==> config.mk <==
export PLATFORM = sky130hd
export DESIGN_NAME = inst_queue_issue
export DESIGN_NICKNAME = d
export VERILOG_FILES = /design/src/rtl/inst_queue_issue_pkg.sv /design/src/rtl/inst_queue_issue_slot_pick.sv /design/src/rtl/inst_queue_issue.sv
export SDC_FILE = /design/constraint.sdc
export NUM_CORES = 2
export LEC_CHECK = 0
export CORE_MARGIN = 3
export CORE_UTILIZATION = 55
export DETAILED_ROUTE_END_ITERATION = 7
export PLACE_DENSITY = 0.74
export SKIP_CTS_REPAIR_TIMING = 1
export SYNTH_ARGS = -nofsm -noshare
export SYNTH_HDL_FRONTEND = slang
export SYNTH_HIERARCHICAL = 1
export SYNTH_SLANG_ARGS = --single-unit
==> constraint.sdc <==
create_clock -name clk -period 7.9 [get_ports clk]
set_input_delay 1.185 -clock clk [delete_from_list [all_inputs] [get_ports clk]]
set_output_delay 1.185 -clock clk [all_outputs]
set_load 0.01 [all_outputs]
==> src/rtl/inst_queue_issue_pkg.sv <==
// Shared definitions for the fetch-to-decode instruction queue (consumer end).
// Provides the instruction-queue entry layout, per-slot issue bundle, decode
// accept encodings and the helper that tells how many instructions an entry holds.
package inst_queue_issue_pkg;

   localparam int unsigned PC_W        = 32;
   localparam int unsigned INST_W      = 32;
   localparam int unsigned EXCP_W      = 7;
   localparam int unsigned EXCP_FLAG_W = 2;

   localparam logic [INST_W-1:0] INST_NOP = 32'h0340_0000;

   // Packed entry layout: {pc, pc_next, taken, inst0, inst1, badv, excp, excp_flag}
   typedef struct packed {
      logic [PC_W-1:0]        pc;
      logic [PC_W-1:0]        pc_next;
      logic                   taken;
      logic [INST_W-1:0]      inst0;
      logic [INST_W-1:0]      inst1;
      logic [PC_W-1:0]        badv;
      logic [EXCP_W-1:0]      excp;
      logic [EXCP_FLAG_W-1:0] excp_flag;
   } ifq_entry_t;

   localparam int unsigned ENTRY_W = $bits(ifq_entry_t);

   localparam ifq_entry_t ENTRY_RESET = '{pc: '0, pc_next: '0, taken: 1'b0,
                                          inst0: INST_NOP, inst1: INST_NOP,
                                          badv: '0, excp: '0, excp_flag: '0};

   // One issue slot as seen by decode
   typedef struct packed {
      logic [PC_W-1:0]   pc;
      logic [PC_W-1:0]   pc_next;
      logic              taken;
      logic [INST_W-1:0] inst;
   } ifq_slot_t;

   localparam ifq_slot_t SLOT_IDLE = '{pc: '0, pc_next: '0, taken: 1'b0, inst: INST_NOP};

   // Decode accept is thermometer coded
   typedef enum logic [1:0] {
      ACC_NONE = 2'b00,
      ACC_ONE  = 2'b01,
      ACC_TWO  = 2'b11
   } dec_accept_e;

   // An entry holds two instructions unless it is a single-instruction packet
   // (pc[2] set) or carries a fetch exception.
   function automatic logic entry_is_pair(input ifq_entry_t e);
      return (e.excp_flag == '0) && !e.pc[2];
   endfunction

endpackage

==> src/rtl/inst_queue_issue_slot_pick.sv <==
// ifq_slot_pick: combinational issue-slot selection for the instruction queue.
// Inputs : head / head_nxt entries, rd_half (half of head to issue next), count.
// Outputs: slot0/slot1 bundles, slot0 exception info, out_valid, and the
//          read-pointer increment / next rd_half for accept 01 and accept 11.
module ifq_slot_pick
   import inst_queue_issue_pkg::*;
#(
   parameter int unsigned LOG_DEPTH = 3
) (
   input  ifq_entry_t             head,
   input  ifq_entry_t             head_nxt,
   input  logic                   rd_half,
   input  logic [LOG_DEPTH:0]     count,
   output ifq_slot_t              slot0,
   output ifq_slot_t              slot1,
   output logic [PC_W-1:0]        slot0_badv,
   output logic [EXCP_W-1:0]      slot0_excp,
   output logic                   slot0_excp_valid,
   output logic [1:0]             out_valid,
   output logic [1:0]             rd_inc_one,
   output logic                   rd_half_one,
   output logic [1:0]             rd_inc_two,
   output logic                   rd_half_two
);

   logic      head_pair, nxt_pair, head_excp, nxt_excp;
   logic      v0, v1, from_head, nxt_ok, s0_last;
   ifq_slot_t s0, s1;
   logic      unused_fields;

   assign unused_fields = ^{head_nxt.inst1, head_nxt.badv, head_nxt.excp};

   always_comb begin
      head_pair = entry_is_pair(head);
      nxt_pair  = entry_is_pair(head_nxt);
      head_excp = head.excp_flag != '0;
      nxt_excp  = head_nxt.excp_flag != '0;

      v0        = count != '0;
      // slot1 from the head's second half; implies the head has no exception
      from_head = !rd_half && head_pair;
      nxt_ok    = (count >= (LOG_DEPTH+1)'(2)) && !nxt_excp && !head_excp;
      v1        = v0 && (from_head || nxt_ok);

      s0.pc     = head.pc + (rd_half ? PC_W'(4) : PC_W'(0));
      s0.inst   = rd_half ? head.inst1 : head.inst0;
      s0_last   = rd_half || !head_pair;
      s0.pc_next = s0_last ? head.pc_next : s0.pc + PC_W'(4);
      s0.taken   = s0_last ? head.taken : 1'b0;

      if (from_head) begin
         s1.pc      = head.pc + PC_W'(4);
         s1.inst    = head.inst1;
         s1.pc_next = head.pc_next;
         s1.taken   = head.taken;
      end else begin
         s1.pc      = head_nxt.pc;
         s1.inst    = head_nxt.inst0;
         s1.pc_next = nxt_pair ? head_nxt.pc + PC_W'(4) : head_nxt.pc_next;
         s1.taken   = nxt_pair ? 1'b0 : head_nxt.taken;
      end

      // Idle slots present a NOP with zeroed fields rather than stale storage
      slot0            = v0 ? s0 : SLOT_IDLE;
      slot1            = v1 ? s1 : SLOT_IDLE;
      slot0_badv       = v0 ? head.badv : '0;
      slot0_excp       = v0 ? head.excp : '0;
      slot0_excp_valid = v0 && head_excp;
      out_valid        = {v1, v0};

      if (from_head) begin
         rd_inc_one  = 2'd0;
         rd_half_one = 1'b1;
      end else begin
         rd_inc_one  = 2'd1;
         rd_half_one = 1'b0;
      end

      if (from_head) begin
         rd_inc_two  = 2'd1;
         rd_half_two = 1'b0;
      end else if (nxt_pair) begin
         rd_inc_two  = 2'd1;
         rd_half_two = 1'b1;
      end else begin
         rd_inc_two  = 2'd2;
         rd_half_two = 1'b0;
      end
   end

endmodule

==> src/rtl/inst_queue_issue.sv <==
// inst_queue_issue: consumer end of the fetch-to-decode instruction queue.
// Stores IF1 fetch packets in a DEPTH-entry circular buffer and presents a
// flattened two-slot instruction stream to decode.
// Ports: clk/rstn (async active-low), flush; IF1 push side in_* with
//        in_ready, space_ok, nearly_full back-pressure; decode side out_*
//        slot bundles with out_valid, and dec_accept (00/01/11).
module inst_queue_issue
   import inst_queue_issue_pkg::*;
#(
   parameter int unsigned DEPTH     = 8,
   parameter int unsigned LOG_DEPTH = 3,
   parameter int unsigned SPACE_TH  = 3
) (
   input  logic                   clk,
   input  logic                   rstn,
   input  logic                   flush,
   input  logic                   in_valid,
   output logic                   in_ready,
   input  logic [PC_W-1:0]        in_pc,
   input  logic [PC_W-1:0]        in_pc_next,
   input  logic                   in_taken,
   input  logic [INST_W-1:0]      in_inst0,
   input  logic [INST_W-1:0]      in_inst1,
   input  logic [PC_W-1:0]        in_badv,
   input  logic [EXCP_W-1:0]      in_excp,
   input  logic [EXCP_FLAG_W-1:0] in_excp_flag,
   output logic                   space_ok,
   output logic                   nearly_full,
   output logic [1:0]             out_valid,
   output logic [PC_W-1:0]        out_pc0,
   output logic [PC_W-1:0]        out_pc1,
   output logic [PC_W-1:0]        out_pc_next0,
   output logic [PC_W-1:0]        out_pc_next1,
   output logic                   out_taken0,
   output logic                   out_taken1,
   output logic [INST_W-1:0]      out_inst0,
   output logic [INST_W-1:0]      out_inst1,
   output logic [PC_W-1:0]        out_badv0,
   output logic [EXCP_W-1:0]      out_excp0,
   output logic                   out_excp_valid0,
   input  logic [1:0]             dec_accept
);

   typedef logic [LOG_DEPTH:0] ptr_t;

   ptr_t       wr_ptr_q, wr_ptr_d, rd_ptr_q, rd_ptr_d;
   logic       rd_half_q, rd_half_d;
   ifq_entry_t mem_q [DEPTH];
   ifq_entry_t mem_d [DEPTH];

   ptr_t                 count, free;
   logic [LOG_DEPTH-1:0] wr_idx, rd_idx, rd_idx_nxt;
   ifq_entry_t           head, head_nxt, in_entry;
   ifq_slot_t            slot0, slot1;
   logic                 push;
   logic [1:0]           rd_inc_one, rd_inc_two;
   logic                 rd_half_one, rd_half_two;

   always_comb begin
      count       = wr_ptr_q - rd_ptr_q;
      free        = ptr_t'(DEPTH) - count;
      in_ready    = count != ptr_t'(DEPTH);
      space_ok    = free >= ptr_t'(SPACE_TH);
      nearly_full = free <= ptr_t'(1);
      wr_idx      = wr_ptr_q[LOG_DEPTH-1:0];
      rd_idx      = rd_ptr_q[LOG_DEPTH-1:0];
      rd_idx_nxt  = rd_idx + LOG_DEPTH'(1);
      head        = mem_q[rd_idx];
      head_nxt    = mem_q[rd_idx_nxt];
      push        = in_valid && in_ready && !flush;
      in_entry    = '{pc: in_pc, pc_next: in_pc_next, taken: in_taken,
                      inst0: in_inst0, inst1: in_inst1, badv: in_badv,
                      excp: in_excp, excp_flag: in_excp_flag};
   end

   ifq_slot_pick #(
      .LOG_DEPTH (LOG_DEPTH)
   ) u_slot_pick (
      .head             (head),
      .head_nxt         (head_nxt),
      .rd_half          (rd_half_q),
      .count            (count),
      .slot0            (slot0),
      .slot1            (slot1),
      .slot0_badv       (out_badv0),
      .slot0_excp       (out_excp0),
      .slot0_excp_valid (out_excp_valid0),
      .out_valid        (out_valid),
      .rd_inc_one       (rd_inc_one),
      .rd_half_one      (rd_half_one),
      .rd_inc_two       (rd_inc_two),
      .rd_half_two      (rd_half_two)
   );

   always_comb begin
      out_pc0      = slot0.pc;
      out_pc_next0 = slot0.pc_next;
      out_taken0   = slot0.taken;
      out_inst0    = slot0.inst;
      out_pc1      = slot1.pc;
      out_pc_next1 = slot1.pc_next;
      out_taken1   = slot1.taken;
      out_inst1    = slot1.inst;
   end

   always_comb begin
      wr_ptr_d  = wr_ptr_q;
      rd_ptr_d  = rd_ptr_q;
      rd_half_d = rd_half_q;
      mem_d     = mem_q;
      if (flush) begin
         wr_ptr_d  = '0;
         rd_ptr_d  = '0;
         rd_half_d = 1'b0;
      end else begin
         if (push) begin
            mem_d[wr_idx] = in_entry;
            wr_ptr_d      = wr_ptr_q + ptr_t'(1);
         end
         case (dec_accept)
            ACC_ONE: begin
               rd_ptr_d  = rd_ptr_q + ptr_t'(rd_inc_one);
               rd_half_d = rd_half_one;
            end
            ACC_TWO: begin
               rd_ptr_d  = rd_ptr_q + ptr_t'(rd_inc_two);
               rd_half_d = rd_half_two;
            end
            default: ;
         endcase
      end
   end

   always_ff @(posedge clk or negedge rstn) begin
      if (!rstn) begin
         wr_ptr_q  <= '0;
         rd_ptr_q  <= '0;
         rd_half_q <= 1'b0;
         for (int unsigned i = 0; i < DEPTH; i++) begin
            mem_q[i] <= ENTRY_RESET;
         end
      end else begin
         wr_ptr_q  <= wr_ptr_d;
         rd_ptr_q  <= rd_ptr_d;
         rd_half_q <= rd_half_d;
         mem_q     <= mem_d;
      end
   end

   accept_legal_a: assert property (@(posedge clk) disable iff (!rstn)
      (dec_accept != 2'b10) && ((dec_accept & ~out_valid) == 2'b00));

endmodule

# Word-level counts from Yosys, hierarchy flattened
# Cells that the tools add are included.
[op_classes]
muxes = 32
reduce_logical = 27
n_addsub = 10
n_div = 0
shifts = 0
order_cmp = 7
n_bitwise = 4
n_eq_ne = 3
mul = 0
[ops]
columns = ["cell", "count"]
rows = [
  ["$bwmux 1360", 1],
  ["$bmux 170 s3", 2],
  ["$mux 170", 5],
  ["$demux 170 s3", 1],
  ["$mux 97", 3],
  ["$mux 32", 4],
  ["$add 32x3->32 const B", 3],
  ["$add 32x32->32", 1],
  ["$ge 4x4->1 const B", 3],
  ["$mux 4", 3],
  ["$not 3->4", 3],
  ["$logic_and 1x1->1", 10],
  ["$add 4x2->4", 2],
  ["$ge 4x2->1 const B", 2],
  ["$pmux 4 s2", 1],
  ["$logic_not 1->1", 7],
  ["$mux 1", 7],
  ["$mux 7", 1],
  ["$reduce_bool 2->1", 3],
  ["$add 4x1->4 const B", 1],
  ["$le 4x1->1 const B", 1],
  ["$logic_not 2->1", 2],
  ["$lt 4x1->1 const B", 1],
  ["$mux 2", 2],
  ["other kinds (13)", 14],
]
[word_totals]
rom_bits = 0
in_bits = 176
wordCells = 150
ramBits = 0
n_memories = 0
latch_bits = 0
output_inout_bits = 239
reg_bits = 1369

# Logic depth before layout (Yosys ltp)
[logic_depth]
word_depth = 12
ltp_mapped = 20
ltp_nobuf = 15

# By module
# The synthesis kept the hierarchy.
[by_module_without_submodules]
columns = ["mod", "instances", "area_each_um2", "cells_each", "seq_area_each_um2"]
rows = [
  ["inst_queue_issue", 1, 71712.5, 4526, 34317.9],
  ["ifq_slot_pick", 1, 5168.7, 939, 0.0],
]

# Least setup slack after synthesis
# No wires, ideal clock.
[synth_timing]
path_kind = "reg-to-output"
start = "register rd_ptr_q[1]"
end = "output out_pc_next0[30]"
stages_incl_launch_ff = 16
required_time_ns = 6.715
path_buffers = 4
slack_ns = 2.239
arrival_ns = 4.476
cell_sequence = "dfrtp_1 clkbuf_1 clkbuf_1 buf_2 mux4_2 nand2_1 nand2_1 ha_1 ha_1 clkbuf_1 or4_1 a32oi_1 nand3b_1 nor4_4 a31oi_1 nor3_1"
[synth_lines]
columns = ["item", "line", "text"]
rows = [
  ["start, declared", "inst_queue_issue.sv:46", "ptr_t wr_ptr_q, wr_ptr_d, rd_ptr_q, rd_ptr_d;"],
  ["start signal, assigned", "inst_queue_issue.sv:144", "rd_ptr_q <= rd_ptr_d;"],
  ["end, declared", "inst_queue_issue.sv:32", "output logic [PC_W-1:0] out_pc_next0,"],
]

# Worst setup path in the final report
[layout_timing]
start = "register rd_ptr_q[2]"
end = "output out_pc_next1[30]"
[layout_between]
elab_cells_between_ends = 31
cone_classes = "add/sub (3); order compare (1); mux (9); bitwise (2); reduce/logical (16)"
[layout_lines]
columns = ["item", "line", "text"]
rows = [
  ["$sub 4x4->4 *", "inst_queue_issue.sv:60", "count = wr_ptr_q - rd_ptr_q;"],
  ["named net count[3]", "inst_queue_issue.sv:51", "ptr_t count, free;"],
  ["$ge 4x2->1", "inst_queue_issue_slot_pick.sv:42", "nxt_ok = (count >= (LOG_DEPTH+1)'(2)) && !nxt_excp && !head_excp;"],
  ["$logic_and 1x1->1 (2 in series)", "inst_queue_issue_slot_pick.sv:42", ""],
  ["$logic_or 1x1->1", "inst_queue_issue_slot_pick.sv:43", "v1 = v0 && (from_head || nxt_ok);"],
  ["$logic_and 1x1->1 *", "inst_queue_issue_slot_pick.sv:43", ""],
  ["$mux 97 *", "inst_queue_issue_slot_pick.sv:65", "slot1 = v1 ? s1 : SLOT_IDLE;"],
  ["end, declared", "inst_queue_issue.sv:33", "output logic [PC_W-1:0] out_pc_next1,"],
]
# The timed path passes the listed nets; every way through them passes the cells marked *. The select of a mux whose other input is x is not followed.

==> impl_metrics.tcl <==
set metrics [dict create \
    run_status "finished with violations" \
    violated_checks "DRC" \
    seqPwrFrac 0.285 \
    fin_total_pwr_mw 36.2 \
    share_comb_of_total_power 0.524 \
    drt_drc_violations_left 2 \
    fin_worst_hold_slack_ns 0.403 \
    post_synth_instance_area_um2 72800 \
    post_synth.cell_area_avg_um2 13.9 \
    tritoncts.num_buffers 148 \
    fill_cells 9653 \
    p_per_area_nw_per_um2 438 \
    final.period_utilization 0.954 \
    post-dp-hpwl_mm 126 \
    drt_pass1_iterations 8 \
    critPathArrivalTime_ns 6.35 \
    synthToLayoutAreaGrowth_pct 13.8 \
    min_period_ns 7.53 \
    hold_class "in2async" \
    critPathLaunchType "flop" \
    rows 132 \
    critPathKind "reg2out" \
    dpl.cell_count 7042 \
    clock-skew-final_ns 0.0266 \
    design_area_um2 82800 \
    path_clk_slew_ns 0.06 \
    normalized_max_slew_margin 0.170 \
    report.final.setup_viol 0 \
    synthCells 5222 \
    floorplan.die_area_um2 137000 \
    largest_net_degree_at_the_start_of_global_routing 187 \
    dieWidth_um 370 \
    place.port_buffers 414 \
    clock_network_fraction_of_design_power 0.191 \
    timing.final.max_slew_violations 0 \
    grt_first_pass_wirelength_mm 312 \
    cap_viol_max_count 0 \
    mostFrequentLayoutCells "dfrtp_1, mux2_2, nand2_1" \
    gr-total-overflow 0 \
    vias 47100 \
    dieHeight_um 370 \
    floorplan.initialDensity 0.558 \
    tightestPinTransition_ns 1.24 \
    cp_data_required_time_ns 6.71 \
    placed_area_um2 77900 \
    power_switching_share 0.401 \
    wl_per_cell_um 27.8 \
    ys_warn_count 6 \
    antenna_violations_before_repair 38 \
    timing.fmax_ghz 0.133 \
    initialDrtViolationCount 4404 \
    clkSinkCount 1369 \
    cts_buffer_depth 3 \
    cts-htree-levels 4 \
    post-place-ws_ns 1.09 \
    layout.cells.most_common "dfrtp_1" \
    final_cell_count_no_fill 7338 \
    timing.critical_path.fanout_max 34 \
    drive_gt1_frac 0.374 \
    grt_pass1_vias 48600 \
    grt_setup_unrepaired "false" \
    gr-usage-all-layers 0.301 \
    placeableCoreArea_um2 130000 \
    postSynthNetCount 5412 \
    reported_leakage_power_nw 36.6 \
    clock-root-buffer "clkbuf_16" \
    finalSetupTns_ns 0 \
    p_sw_mw 14.5 \
    io_pins 415 \
    ir_drop_mv 0.438 \
    final_core_util 0.635 \
    final_critical_path_setup_slack_ns 0.365 \
    nets 5640 \
    gp_congestion 0.965 \
    worst_skew_pair.late_latency_ns 0.79 \
    vias_per_cell 6.42 \
    timing.critical_path.to_type "output pin" \
    cell_internal_pwr_mw 21.7 \
    finalHoldViolCount 0 \
    drtAntennaViolNets 0 \
    clock_tree_from_tritoncts "yes" \
    totalWireLength_mm 204 \
]
-- registers in the layout (all words and copies together), names as in the netlist --
signal     count
wr_ptr_q       4
rd_half_q      1
rd_ptr_q       4
mem_q       1360
-- metal layers --
metal	GRT usage	part of all wire
met5	0	0.00073
met4	0.113	0.039
met3	0.0724	0.083
met2	0.463	0.46
met1	0.419	0.42
-- power by group through the flow --
| stage | sequential [mW] | combinational (mW) | clock [mW] |
|---|---|---|---|
| floorplan | 9.89 | 11.3 | 0 |
| global placement | 10.3 | 18.5 | 0 |
| detailed placement | 10.4 | 18.7 | 0 |
| CTS | 10.3 | 18.8 | 7.04 |
| global route | 10.6 | 20.0 | 7.34 |
| finish | 10.3 | 19.0 | 6.91 |
-- cell type report --
cell class | instances | area, µm² | area share
Multi-Input combinational cell | 3417 | 36300 | 0.438
Inverter | 22 | 98.8 | 0.00119
Clock inverter | 45 | 559 | 0.00676
Timing Repair Buffer | 492 | 5000 | 0.0604
Antenna cell | 26 | 65.1 | 0.000786
Tap cell | 1742 | 2180 | 0.0263
Clock buffer | 225 | 4290 | 0.0518
Sequential cell | 1369 | 34300 | 0.415
-- path summary, 6_finish.rpt --
path,startpoint,depth (start not counted),slack [ns],to
max,rd_ptr_q[2],16,0.37,out_pc_next1[30]
min,rstn,1,0.40,mem_q[642]
max reg2reg,rd_ptr_q[1],17,2.30,rd_ptr_q[2]
min reg2reg,mem_q[408],1,0.48,mem_q[408]
max in group asynchronous,rstn,3,5.63,mem_q[934]
min in group clk,mem_q[408],1,0.48,mem_q[408]
-- critical path, cell delays in order (launching register included) --
cell and delay (ns):
dfrtp_4 0.68, inv_8 0.33, buf_4 0.53, ha_1 0.38, a21oi_1 0.22, a21oi_1 0.14, or2_2 0.36, nor4_2 0.19
inv_1 0.09, buf_4 0.26, nand2_1 0.17, o21a_4 0.44, clkinvlp_4 0.59, nand2_1 0.31, a211oi_1 0.07, a31o_2 0.25
clkdlybuf4s50_1 0.47
Power figures use the tool's default switching activity.
